### src/rtl/r2b_sched_pkg.sv
// Shared definitions for the r2b weight-feed scheduler.
// Holds the FSM state encoding, the geometry derivation helpers used to size
// ports and counters, and the bit positions of the sticky error flags.
package r2b_sched_pkg;

    typedef enum logic [1:0] {
        ST_IDLE  = 2'd0,
        ST_FEED  = 2'd1,
        ST_DRAIN = 2'd2,
        ST_DONE  = 2'd3
    } sched_state_e;

    // Sticky error flag positions
    localparam int ERR_OVF = 0;  // chunk dropped because the FIFO was full
    localparam int ERR_CNT = 1;  // matrix did not produce exactly NUM_OUT chunks

    // Number of converter output chunks making up one matrix
    function automatic int calc_num_out(input int rows, input int cols,
                                        input int chunk, input int cores);
        return (rows * cols) / (chunk * cores);
    endfunction

    // Width of one BRAM row word
    function automatic int calc_data_width(input int width, input int cols);
        return width * cols;
    endfunction

    // Width of one converter output chunk
    function automatic int calc_out_width(input int width, input int chunk, input int cores);
        return width * chunk * cores;
    endfunction

endpackage

### src/rtl/r2b_chunk_fifo.sv
// Synchronous FIFO holding converter output chunks (payload plus last flag).
// Ports: clk/rst_n clock and async active-low reset; push/wdata write side;
// pop/rdata read side (rdata shows the head straight from storage);
// full/empty/count occupancy; overflow pulses for a push dropped while full.
// A push and a pop in the same cycle both take effect, even when full.
module r2b_chunk_fifo #(
    parameter int W     = 65,
    parameter int DEPTH = 16
) (
    input  logic                     clk,
    input  logic                     rst_n,
    input  logic                     push,
    input  logic [W-1:0]             wdata,
    input  logic                     pop,
    output logic [W-1:0]             rdata,
    output logic                     full,
    output logic                     empty,
    output logic [$clog2(DEPTH):0]   count,
    output logic                     overflow
);

    localparam int PTR_W = $clog2(DEPTH);
    localparam int CNT_W = PTR_W + 1;
    localparam logic [CNT_W-1:0] DEPTH_C = CNT_W'(DEPTH);

    logic [W-1:0]     mem_r [DEPTH];
    logic [PTR_W-1:0] wr_ptr_r;
    logic [PTR_W-1:0] rd_ptr_r;
    logic [CNT_W-1:0] count_r;
    logic             do_push_s;
    logic             do_pop_s;

    // Accept/ignore decisions for this cycle's push and pop
    always_comb begin
        do_pop_s  = pop & (count_r != '0);
        do_push_s = push & ((count_r != DEPTH_C) | do_pop_s);
        overflow  = push & ~do_push_s;
    end

    // Payload storage; contents are meaningless until written, so no reset
    always_ff @(posedge clk) begin
        if (do_push_s) begin
            mem_r[wr_ptr_r] <= wdata;
        end
    end

    // Pointer and occupancy bookkeeping
    always_ff @(posedge clk or negedge rst_n) begin
        if (!rst_n) begin
            wr_ptr_r <= '0;
            rd_ptr_r <= '0;
            count_r  <= '0;
        end else begin
            if (do_push_s) begin
                wr_ptr_r <= wr_ptr_r + PTR_W'(1'b1);
            end
            if (do_pop_s) begin
                rd_ptr_r <= rd_ptr_r + PTR_W'(1'b1);
            end
            case ({do_push_s, do_pop_s})
                2'b10:   count_r <= count_r + CNT_W'(1'b1);
                2'b01:   count_r <= count_r - CNT_W'(1'b1);
                default: count_r <= count_r;
            endcase
        end
    end

    assign rdata = mem_r[rd_ptr_r];
    assign full  = (count_r == DEPTH_C);
    assign empty = (count_r == '0);
    assign count = count_r;

endmodule

### src/rtl/r2b_w_feed_scheduler.sv
// Runs one weight-matrix conversion: reads ROW rows from the weight BRAM into
// the r2b converter, captures every chunk it emits into a FIFO, and streams
// the FIFO out to the MAC-core weight loaders.
// Ports: start/busy/done/err control and status; row_rd_en/row_addr/row_rd_data
// BRAM read side (data one cycle after enable); conv_en/conv_in converter feed;
// conv_out/conv_output_ready/conv_buffer_done converter results;
// out_valid/out_data/out_last/out_ready chunk stream (pop on valid & ready).
module r2b_w_feed_scheduler
    import r2b_sched_pkg::*;
#(
    parameter int WIDTH      = 16,
    parameter int ROW        = 8,
    parameter int COL        = 6,
    parameter int BLOCK_SIZE = 2,
    parameter int CHUNK_SIZE = 4,
    parameter int NUM_CORES  = 1,
    parameter int FIFO_DEPTH = 16,
    parameter int DATA_WIDTH = calc_data_width(WIDTH, COL),
    parameter int OUT_WIDTH  = calc_out_width(WIDTH, CHUNK_SIZE, NUM_CORES),
    parameter int ADDR_WIDTH = $clog2(ROW)
) (
    input  logic                  clk,
    input  logic                  rst_n,
    input  logic                  start,
    output logic                  busy,
    output logic                  done,
    output logic [1:0]            err,
    output logic                  row_rd_en,
    output logic [ADDR_WIDTH-1:0] row_addr,
    input  logic [DATA_WIDTH-1:0] row_rd_data,
    output logic                  conv_en,
    output logic [DATA_WIDTH-1:0] conv_in,
    input  logic [OUT_WIDTH-1:0]  conv_out,
    input  logic                  conv_output_ready,
    input  logic                  conv_buffer_done,
    output logic                  out_valid,
    output logic [OUT_WIDTH-1:0]  out_data,
    output logic                  out_last,
    input  logic                  out_ready
);

    localparam int NUM_OUT = calc_num_out(ROW, COL, CHUNK_SIZE, NUM_CORES);
    localparam int CNT_W   = $clog2(NUM_OUT + 1);
    localparam int FCNT_W  = $clog2(FIFO_DEPTH) + 1;
    localparam logic [CNT_W-1:0]      NUM_OUT_C   = CNT_W'(NUM_OUT);
    localparam logic [CNT_W-1:0]      LAST_C      = CNT_W'(NUM_OUT - 1);
    localparam logic [FCNT_W-1:0]     START_LIMIT = FCNT_W'(FIFO_DEPTH - NUM_OUT);
    localparam logic [ADDR_WIDTH-1:0] LAST_ADDR   = ADDR_WIDTH'(ROW - 1);
    // A geometry that cannot tile cleanly keeps the block idle rather than
    // emitting mis-framed chunks.
    localparam logic CFG_OK = (FIFO_DEPTH >= NUM_OUT) && (BLOCK_SIZE > 0) &&
                              (ROW % BLOCK_SIZE == 0) && (COL % BLOCK_SIZE == 0) &&
                              ((ROW * COL) % (CHUNK_SIZE * NUM_CORES) == 0);

    sched_state_e          state_r;
    logic                  busy_r;
    logic                  done_r;
    logic                  row_rd_en_r;
    logic [ADDR_WIDTH-1:0] row_addr_r;
    logic                  conv_en_r;
    logic [1:0]            err_r;
    logic [CNT_W-1:0]      chunk_cnt_r;

    logic                  counting_s;
    logic [CNT_W-1:0]      cnt_next_s;
    logic                  push_last_s;
    logic                  stray_s;
    logic                  drain_exit_s;
    logic                  drain_short_s;
    logic                  start_ok_s;

    logic [OUT_WIDTH:0]    fifo_rdata_s;
    logic                  fifo_full_s;
    logic                  fifo_empty_s;
    logic [FCNT_W-1:0]     fifo_count_s;
    logic                  fifo_overflow_s;
    logic                  fifo_pop_s;

    // Chunk accounting, DRAIN exit decision and start qualification
    always_comb begin
        counting_s    = 1'b0;
        cnt_next_s    = chunk_cnt_r;
        push_last_s   = 1'b0;
        drain_exit_s  = 1'b0;
        if (((state_r == ST_FEED) || (state_r == ST_DRAIN)) && (chunk_cnt_r != NUM_OUT_C)) begin
            counting_s = conv_output_ready;
        end else begin
            counting_s = 1'b0;
        end
        if (counting_s) begin
            cnt_next_s  = chunk_cnt_r + CNT_W'(1'b1);
            push_last_s = (chunk_cnt_r == LAST_C);
        end else begin
            cnt_next_s  = chunk_cnt_r;
            push_last_s = 1'b0;
        end
        // Chunks outside a matrix window (or beyond NUM_OUT) are still stored but flagged
        stray_s = conv_output_ready & ~counting_s;
        // Counting the chunk arriving this cycle lets the exit coincide with the last chunk
        if (state_r == ST_DRAIN) begin
            drain_exit_s = conv_buffer_done | (cnt_next_s == NUM_OUT_C);
        end else begin
            drain_exit_s = 1'b0;
        end
        drain_short_s = drain_exit_s & (cnt_next_s != NUM_OUT_C);
        // Only start when a whole matrix is guaranteed to fit
        start_ok_s    = CFG_OK & start & ~fifo_full_s & (fifo_count_s <= START_LIMIT);
        fifo_pop_s    = out_ready & ~fifo_empty_s;
    end

    // Main sequencer: row reads, converter enable, done/busy and chunk counter
    always_ff @(posedge clk or negedge rst_n) begin
        if (!rst_n) begin
            state_r     <= ST_IDLE;
            busy_r      <= 1'b0;
            done_r      <= 1'b0;
            row_rd_en_r <= 1'b0;
            row_addr_r  <= '0;
            conv_en_r   <= 1'b0;
            chunk_cnt_r <= '0;
        end else begin
            case (state_r)
                ST_IDLE: begin
                    done_r    <= 1'b0;
                    conv_en_r <= 1'b0;
                    if (start_ok_s) begin
                        state_r     <= ST_FEED;
                        busy_r      <= 1'b1;
                        row_rd_en_r <= 1'b1;
                        row_addr_r  <= '0;
                    end
                end
                ST_FEED: begin
                    // BRAM data lags the read by one cycle, so the enable follows it
                    conv_en_r   <= row_rd_en_r;
                    chunk_cnt_r <= cnt_next_s;
                    if (row_addr_r == LAST_ADDR) begin
                        row_rd_en_r <= 1'b0;
                        state_r     <= ST_DRAIN;
                    end else begin
                        row_addr_r  <= row_addr_r + ADDR_WIDTH'(1'b1);
                    end
                end
                ST_DRAIN: begin
                    chunk_cnt_r <= cnt_next_s;
                    if (drain_exit_s) begin
                        state_r   <= ST_DONE;
                        done_r    <= 1'b1;
                        busy_r    <= 1'b0;
                        conv_en_r <= 1'b0;
                    end else begin
                        conv_en_r <= 1'b1;
                    end
                end
                ST_DONE: begin
                    done_r      <= 1'b0;
                    chunk_cnt_r <= '0;
                    state_r     <= ST_IDLE;
                end
                default: begin
                    state_r     <= ST_IDLE;
                    busy_r      <= 1'b0;
                    done_r      <= 1'b0;
                    row_rd_en_r <= 1'b0;
                    conv_en_r   <= 1'b0;
                    chunk_cnt_r <= '0;
                end
            endcase
        end
    end

    // Sticky error flags, cleared only by reset
    always_ff @(posedge clk or negedge rst_n) begin
        if (!rst_n) begin
            err_r <= 2'b00;
        end else begin
            if (fifo_overflow_s) begin
                err_r[ERR_OVF] <= 1'b1;
            end
            if (stray_s || drain_short_s) begin
                err_r[ERR_CNT] <= 1'b1;
            end
        end
    end

    r2b_chunk_fifo #(
        .W     (OUT_WIDTH + 1),
        .DEPTH (FIFO_DEPTH)
    ) u_fifo (
        .clk      (clk),
        .rst_n    (rst_n),
        .push     (conv_output_ready),
        .wdata    ({push_last_s, conv_out}),
        .pop      (fifo_pop_s),
        .rdata    (fifo_rdata_s),
        .full     (fifo_full_s),
        .empty    (fifo_empty_s),
        .count    (fifo_count_s),
        .overflow (fifo_overflow_s)
    );

    // Head of the FIFO, forced to zero when nothing is stored
    always_comb begin
        if (fifo_empty_s) begin
            out_data = '0;
            out_last = 1'b0;
        end else begin
            out_data = fifo_rdata_s[OUT_WIDTH-1:0];
            out_last = fifo_rdata_s[OUT_WIDTH];
        end
    end

    assign out_valid = ~fifo_empty_s;
    assign busy      = busy_r;
    assign done      = done_r;
    assign err       = err_r;
    assign row_rd_en = row_rd_en_r;
    assign row_addr  = row_addr_r;
    assign conv_en   = conv_en_r;
    assign conv_in   = row_rd_data;

endmodule

### config.mk
export PLATFORM = sky130hd
export DESIGN_NAME = r2b_w_feed_scheduler
export DESIGN_NICKNAME = d
export VERILOG_FILES = /design/src/rtl/r2b_sched_pkg.sv /design/src/rtl/r2b_chunk_fifo.sv /design/src/rtl/r2b_w_feed_scheduler.sv
export SDC_FILE = /design/constraint.sdc
export NUM_CORES = 1
export LEC_CHECK = 0
export CAP_MARGIN = 20
export CORE_MARGIN = 2
export CORE_UTILIZATION = 40
export DETAILED_ROUTE_END_ITERATION = 16
export PLACE_DENSITY = 0.64
export SKIP_LAST_GASP = 1
export SYNTH_ARGS = -nofsm -noshare
export SYNTH_HDL_FRONTEND = slang
export SYNTH_SLANG_ARGS = --single-unit
export TNS_END_PERCENT = 30
### constraint.sdc
create_clock -name clk -period 5.7 [get_ports clk]
set_input_delay 0.855 -clock clk [delete_from_list [all_inputs] [get_ports clk]]
set_output_delay 0.855 -clock clk [all_outputs]
set_load 0.03 [all_outputs]
== Word level (Yosys, flattened, before mapping) ==
Memory sizes are Yosys's and may differ from the RTL's.
Cells that the tools add are included.
W data, S select, Z words.
Storage, ports and cells
  memory bits (writable): 1040
  output and inout bits: 171
  word-level logic and storage cells: 95
  bits in registers: 28
  memories: 1
  input bits: 166
Cells by class
  $add $sub $neg: 6
  order comparisons: 1
  eq/ne operators: 16
  mux-type cells: 26
  reduce and logical (&&, ||, !) cells: 19
  bitwise gates (word level): 14
Memory list
  u_fifo.mem_r: words 16, width 65, read ports 1, clocked after memory_dff 0, write ports 1, line r2b_chunk_fifo.sv:26  | logic [W-1:0] mem_r [DEPTH];
Operators with widths (number)
  $mux W64: 1
  $add A4 B1 Y4 const B: 3
  $reduce_and A3 Y1: 4
  $mux W1: 11
  $pmux W5 S2: 1
  $reduce_bool A2 Y1: 5
  $and A1 B1 Y1: 8
  $eq A4 B4 Y1 const B: 2
  $ne A4 B4 Y1 const B: 2
  $pmux W2 S4: 1
  $pmux W4 S2: 1
  $eq A2 B2 Y1 const B: 3
  $mux W2: 3
  $mux W3: 2
  $ne A2 B2 Y1 const B: 3
  $pmux W1 S2: 3
  $pmux W3 S2: 1
  $add A5 B1 Y5 const B: 1
  $eq A5 B5 Y1 const B: 1
  $le A5 B3 Y1 const B: 1
  $logic_not A5 Y1: 1
  $ne A5 B5 Y1 const B: 1
  $reduce_bool A5 Y1: 1
  $sub A5 B1 Y5 const B: 1
  other kinds (14): 21

== Logic depth before layout (Yosys ltp) ==
Gate-level depths: netlist of run 1.
  depth after elaboration: 10
  gate-level depth with buffers: 10

== Hierarchy ==
A second synthesis of run 1 with hierarchy kept.
Second synthesis, totals
  cells, all modules: 2288
  area total of the unflattened synthesis: 43042.5 sq um
Modules (own cells, without submodules)
  r2b_chunk_fifo: times used 1, cells an instance 2020, seq. area each 31555.3 sq um, area each 40944.3 sq um
  r2b_w_feed_scheduler: times used 1, cells an instance 268, seq. area each 375.4 sq um, area each 2098.3 sq um

== Least setup slack after synthesis of run 1 ==
No wires, ideal clock.
  path kind: in2reg
  start point: in out_ready
  end point: mem u_fifo.mem_r[3][0] (enable)
  data required time: 5.132 ns
  library setup time: 0.568 ns
  setup slack: -0.651 ns
  stages on the path: 5
  arrival: 5.783 ns
  path buffers: 1
  cell sequence: nor3b_1 > nor2b_1 > buf_2 > nand2_1 > nor3_1
On the way
  cells in the longest elaborated chain, start to end: 6
Ends and longest elaborated chain
  start: declaration: line r2b_w_feed_scheduler.sv:39  | input logic out_ready
  $and A1 B1 Y1: line r2b_w_feed_scheduler.sv:108  | fifo_pop_s = out_ready & ~fifo_empty_s;
  $and A1 B1 Y1: line r2b_chunk_fifo.sv:35  | do_pop_s = pop & (count_r != '0);
  $or A1 B1 Y1: line r2b_chunk_fifo.sv:36  | do_push_s = push & ((count_r != DEPTH_C) | do_pop_s);
  $and A1 B1 Y1: line r2b_chunk_fifo.sv:36
  $mux W1: line r2b_chunk_fifo.sv:42  | if (do_push_s) begin
  $mux W1 (implied by the code): line r2b_chunk_fifo.sv:43  | mem_r[wr_ptr_r] <= wdata;
  end: declaration: line r2b_chunk_fifo.sv:26
Every way passes these cells.

== Worst setup path after layout of run 1 ==
  start point: reg u_fifo.rd_ptr_r[1]
  end point: out out_data[45]
On the way
  cells in the longest elaborated chain, start to end: 2
Ends and longest elaborated chain
  start: declaration: line r2b_chunk_fifo.sv:28  | logic [PTR_W-1:0] rd_ptr_r;
  start signal: assignment: line r2b_chunk_fifo.sv:58  | rd_ptr_r <= rd_ptr_r + PTR_W'(1'b1);
  $mem_v2 Z16 W65
  $mux W64: line r2b_w_feed_scheduler.sv:204  | if (fifo_empty_s) begin
  end: declaration: line r2b_w_feed_scheduler.sv:37  | output logic [OUT_WIDTH-1:0] out_data,
Every way passes these cells.

==> results.json, run 1 <==
{
  "critPathBufInv": 2,
  "fmax_mhz": 206,
  "route.detailed.drc": 0,
  "ant_nets": 0,
  "p_leak_nw": 15.0,
  "synthArstFlopShare_pct": 2.62,
  "ys_seq_area_share_pct": 76.2,
  "nets": 2118,
  "max_cap_viol_count": 0,
  "finalHoldViolCount": 0,
  "dp.final_hpwl_mm": 50.8,
  "finClkSkew_ns": 0.0185,
  "postCtsHoldBufs": 0,
  "synth_nets": 1987,
  "tns_ns": 0,
  "placed_cells": 3207,
  "pre_cts_slack_ns": 1.49,
  "critPathMaxFanout": 58,
  "firstDrtPassIters": 5,
  "hold_class": "register to register",
  "routabilityCongestion": 0.735,
  "cts_buffers": 106,
  "grt_pass1_vias": 19800,
  "fin_crit_ns": 4.84,
  "worstPathArrival_ns": 3.99,
  "tritoncts": "yes",
  "drtIter0Drc": 2031,
  "cp-end-kind": "output pin",
  "syn-mean-instance-area_um2": 23.2,
  "placed_cell_area_mm2": 0.0447,
  "cts_root_buf": "clkbuf_16",
  "layout.cells.non_filler": 3409,
  "postCtsSetupRepairBufs": 0,
  "cpLargestDelayFamily": "flip-flops",
  "synth_ff_type": "edfxtp_1",
  "initial_core_util_pct": 40.4,
  "crit_path_start_kind": "register",
  "fin_total_pwr_mw": 25.3,
  "drv_slew": 0,
  "crit_top_cell": "mux4_2",
  "antenna_found_initial": 9,
  "rows": 118,
  "synth.distinct_cells": 46,
  "worstSetupPathType": "register to output pin",
  "nFillCells": 8389,
  "synth_seq_cells": 1068,
  "wl_per_cell_um": 28.3,
  "portBuffers": 144,
  "yosys_warnings": 0,
  "rsz0062_at_grt": "false",
  "cp_slowest_cell": "dfrtp_4",
  "synth_cells": 1804,
  "die_h_um": 328,
  "cts_sinks": 1068,
  "final_cell_area_mm2": 0.0482,
  "slowest_delay_ns": 1.09,
  "cts_resized": 0,
  "p_per_area_mw_per_mm2": 525,
  "holdPathStages": 1,
  "grt_max_degree": 59,
  "ir_worst_vdd_mv": 0.295,
  "reg2reg_depth": 6,
  "finalSetupViolCount": 0,
  "drive_above_1_share_pct": 27.6,
  "num_io_pins": 337,
  "overflow": 0,
  "clock_path_buffers": 3,
  "syn_to_final_growth_pct": 15.0,
  "synth-edff-count": 1040,
  "die_x_um": 328,
  "vias": 18800,
  "worstPathRequired_ns": 4.85,
  "die_area_mm2": 0.107,
  "vias_per_cell": 5.51,
  "crit_chain": "buf_12 -> mux4_2 -> mux4_2 -> and2_1 -> clkdlybuf4s50_1",
  "clkTransAtPathRegs_ns": 0.06,
  "wirelength_mm": 96.6,
  "fin_crit_sh_pct": 85.0,
  "clk_latency_ns": 0.68,
  "layout_setup_ws_ns": 0.857,
  "relSlewSlack_pct": 25.2,
  "grt_pass1_wl_mm": 139,
  "finalCoreUtilization_pct": 46.5,
  "core_mm2": 0.104,
  "cp_num_cells": 5,
  "htreeDepth": 3,
  "status": "complete, no violations",
  "tightestPinTransition_ns": 1.12,
  "hold_slack_ns": 0.488,
  "netlist_area_mm2": 0.0419,
  "groute.usage.overall_pct": 18.0
}
## report_power, final
part           internal, mW  total [mW]  switching, mW
logic                  4.07        8.34           4.28
registers              9.47        10.1          0.623
clock network          3.99        6.88           2.89
total                  17.5        25.3           7.79
## area by class of cell
cell class              count  area [µm²]  area share, %
multi-input cells         546        8840           18.4
inverters                   9        33.8         0.0701
clock buffers             132        2770           5.75
clock inverters            67         653           1.36
flip-flops and latches   1068       31900           66.3
diodes                      3        7.51         0.0156
repair buffers            204        2190           4.55
well taps                1380        1730           3.58
## cell usage after synthesis, drive strengths merged (6+ instances only)
library cell	number	share of area (%)
edfxtp	1040	75
mux4	325	17
buf	140	2.5
and2	66	0.99
clkbuf	41	0.37
dfrtp	28	1.7
nand2	26	0.23
nor2	24	0.22
ha	17	0.51
o21ai	14	0.17
a21oi	12	0.14
inv	9	0.081
nand3	6	0.072
nor3	6	0.072
xnor2	6	0.13
## flip-flops by register name, summed over array words and instances, names as in the netlist
name,count
state_r,2
chunk_cnt_r,4
u_fifo.mem_r,1040
row_rd_en,1
u_fifo.wr_ptr_r,4
u_fifo.rd_ptr_r,4
err,2
conv_en,1
u_fifo.count,5
row_addr,3
busy,1
done,1
## path summary, 6_finish.rpt
check | from | end | slack (ns)
max | u_fifo.rd_ptr_r[1] | out_data[45] | 0.86
min | err[0] | err[0] | 0.49
max reg2reg | u_fifo.count[2] | u_fifo.mem_r[7][22] | 2.45
min reg2reg | err[0] | err[0] | 0.49
max in group asynchronous | rst_n | u_fifo.rd_ptr_r[2] | 4.75
min in group asynchronous | rst_n | busy | 0.60
## cell families (layout without fill, tap and decap cells)
logic type	count (synthesis)	in the layout	share of synthesized area, %
xor+xnor	11	11	0.230
simple gates	147	147	1.88
flops	1068	1068	76.2
fa+ha+maj	17	17	0.508
buf+inv	190	412	2.97
compound gates	42	42	0.615
other cells	0	3	0
mux	329	329	17.6
## layer usage
layer / up-vias / wire length (µm) / GRT usage (%)
met5: - / 80 / 0
met4: 12 / 3280 / 6.64
met3: 241 / 5770 / 3.29
met2: 637 / 47900 / 29.6
met1: 10100 / 39500 / 24.1
li1: 7758 / - / -
## cell usage in the layout, fill, tap and decap left out, types with 5 or more instances in the layout
master	synthesis	routed
inv_1	9	8
nor2_4	0	12
clkbuf_16	0	107
inv_6	0	5
xnor2_1	6	6
clkdlybuf4s50_1	0	144
mux4_2	325	325
clkbuf_1	41	25
nand2_1	26	26
clkinv_1	0	24
bufinv_16	0	12
buf_4	96	36
and2_1	66	66
o21ai_0	14	14
nand3_1	6	6
buf_12	0	24
a21oi_1	12	12
nor2_1	24	12
edfxtp_1	1040	1040
ha_1	17	17
xor2_1	5	5
clkinv_2	0	20
dfrtp_1	28	24
Note: power is estimated with default switching activity, not from simulation.
==> run 2, diff against run 1 <==
--- a/config.mk
+++ b/config.mk
@@ -9,7 +9,7 @@
 export CORE_MARGIN = 2
 export CORE_UTILIZATION = 40
 export DETAILED_ROUTE_END_ITERATION = 16
-export PLACE_DENSITY = 0.64
+export PLACE_DENSITY = 0.61
 export SKIP_LAST_GASP = 1
 export SYNTH_ARGS = -nofsm -noshare
 export SYNTH_HDL_FRONTEND = slang
==> constraint.sdc (replaced) <==
create_clock -name clk -period 4.5 [get_ports clk]
set_input_delay 0.675 -clock clk [delete_from_list [all_inputs] [get_ports clk]]
set_output_delay 0.675 -clock clk [all_outputs]
set_load 0.03 [all_outputs]
==> run 2 against run 1 <==
  * Worst setup slack got worse by 0.69 ns
  * Global-route usage about the same
  * Hold slack got worse by 0.063 ns
  * Sequential power increased by 24%
  * Sequential share of layout area decreased by 0.34 points
==> results.json, run 2 (synthesis gave the netlist of run 1 again) <==
{
  "status": "complete, no violations",
  "worstSetupPathType": "register to output pin",
  "max_cap_viol_count": 0,
  "tightestPinTransition_ns": 0.785,
  "slowest_delay_ns": 0.59,
  "die_x_um": 328,
  "r2r_start": "u_fifo.count[1]",
  "tns_ns": 0,
  "postCtsHoldBufs": 0,
  "antenna_found_initial": 8,
  "cts_sinks": 1068,
  "fmax_mhz": 231,
  "most-common-layout-cells": "edfxtp_1, mux4_2, clkdlybuf4s50_1, clkbuf_16, and2_1",
  "p_per_area_mw_per_mm2": 667,
  "cp-end-kind": "output pin",
  "hold_class": "input port to async pin",
  "placed_cell_area_mm2": 0.0448,
  "syn_to_final_growth_pct": 15.6,
  "clkTransAtPathRegs_ns": 0.06,
  "cts_root_buf": "clkbuf_16",
  "vias": 18800,
  "r2r-end": "u_fifo.count[4]",
  "multi_input_area_mm2": 0.00884,
  "critPathBufInv": 3,
  "num_io_pins": 337,
  "finClkSkew_ns": 0.0287,
  "antenna_cells": 0,
  "ant_nets": 0,
  "rrSetupSlack_ns": 1.60,
  "routabilityCongestion": 0.723,
  "rsz0062_at_grt": "false",
  "layout_commonest_cell": "edfxtp_1",
  "wirelength_mm": 96.2,
  "crit_end": "out_data[32]",
  "seq_area_mm2": 0.0319,
  "final_cell_area_mm2": 0.0484,
  "wl_per_cell_um": 28.2,
  "cp_num_cells": 6,
  "worstPathArrival_ns": 3.66,
  "clock_path_buffers": 3,
  "rows": 118,
  "drive_above_1_share_pct": 28.2,
  "cp_slowest_cell": "clkdlybuf4s50_1",
  "groute.usage.overall_pct": 18.0,
  "startpoint": "u_fifo.rd_ptr_r[0]",
  "dp.final_hpwl_mm": 51.8,
  "portBuffers": 144,
  "die_h_um": 328,
  "finalHoldViolCount": 0,
  "drv_slew": 0,
  "fin_total_pwr_mw": 32.3,
  "fin_crit_sh_pct": 96.3,
  "relSlewSlack_pct": 47.7,
  "grt_pass1_vias": 19900,
  "fin_crit_ns": 4.33,
  "critPathMaxFanout": 29,
  "initial_core_util_pct": 40.4,
  "p_leak_nw": 15.2,
  "cts_buffers": 108,
  "largest_register_ff_count": 1040,
  "route.detailed.drc": 0,
  "tritoncts": "yes",
  "drtIter0Drc": 1740,
  "worstPathRequired_ns": 3.83,
  "grt_max_degree": 73,
  "ir_worst_vdd_mv": 0.416,
  "die_area_mm2": 0.107,
  "hold_slack_ns": 0.425,
  "reg2reg_depth": 10,
  "grt_pass1_wl_mm": 140,
  "postCtsSetupRepairBufs": 0,
  "nFillCells": 8440,
  "htreeDepth": 3,
  "crit_chain": "buf_12 -> buf_12 -> mux4_2 -> mux4_2 -> and2_1 -> clkdlybuf4s50_1",
  "crit_path_start_kind": "register",
  "vias_per_cell": 5.51,
  "finalCoreUtilization_pct": 46.7,
  "clk_latency_ns": 0.67,
  "top_register": "u_fifo.mem_r",
  "core_mm2": 0.104,
  "nets": 2124,
  "cpLargestDelayFamily": "buffers and inverters",
  "overflow": 0,
  "finalSetupViolCount": 0,
  "firstDrtPassIters": 7
}
==> run 2: cell count changes in the layout (fill, tap and decap cells not counted), sizes merged <==
cell | previous run | this run
buf | 60 | 64
clkbuf | 132 | 130
clkinv | 45 | 50
diode | 3 | 0
inv | 15 | 12
==> run 2: how the worst min path moves through the flow <==
stage / start / end / cells after the start
2_1_floorplan: rst_n / busy / 0
3_3_place_gp: err[0] / err[0] / 1
3_5_place_dp: err[0] / err[0] / 1
6_report: rst_n / conv_en / 2
5_1_grt: rst_n / row_addr[0] / 2
4_1_cts: rst_n / err[0] / 2
==> run 2: final cells by class <==
type	instances	share of cell area, %
Clock inverter	69	1.33
Multi-Input combinational cell	546	18.3
Timing Repair Buffer	208	4.77
Inverter	9	0.0698
Tap cell	1380	3.57
Clock buffer	130	6.03
Sequential cell	1068	66.0
==> run 2: stage by stage <==
step / worst slack (ns) / instances
2_1_floorplan: -1.64 / 1804
3_5_place_dp: 0.786 / 3211
6_report: 0.166 / 3410
4_1_cts: 0.0381 / 3410
5_1_grt: 0.0109 / 3410
3_3_place_gp: 0.819 / 3211
==> run 2: repair_timing <==
action / 4_1_cts / 5_1_grt
gates resized for setup: 0 / 2
endpoints found under the hold margin: 0 / 0
setup endpoints to repair: 0 / 10
==> run 2: routing by layer <==
metal	global-route usage [%]	routed length [µm]	up-vias
li1	-	-	7778
met1	24.4	39600	10200
met2	28.9	46700	593
met3	3.44	6110	244
met4	7.50	3730	14
met5	0	92	-
==> run 2: power breakdown <==
part	internal, mW	total [mW]	leakage, nW	switching [mW]
sequential	12.0	12.5	9.74	0.520
combinational	5.21	10.8	3.68	5.62
clock	5.29	8.95	1.75	3.66
total	22.5	32.3	15.2	9.80
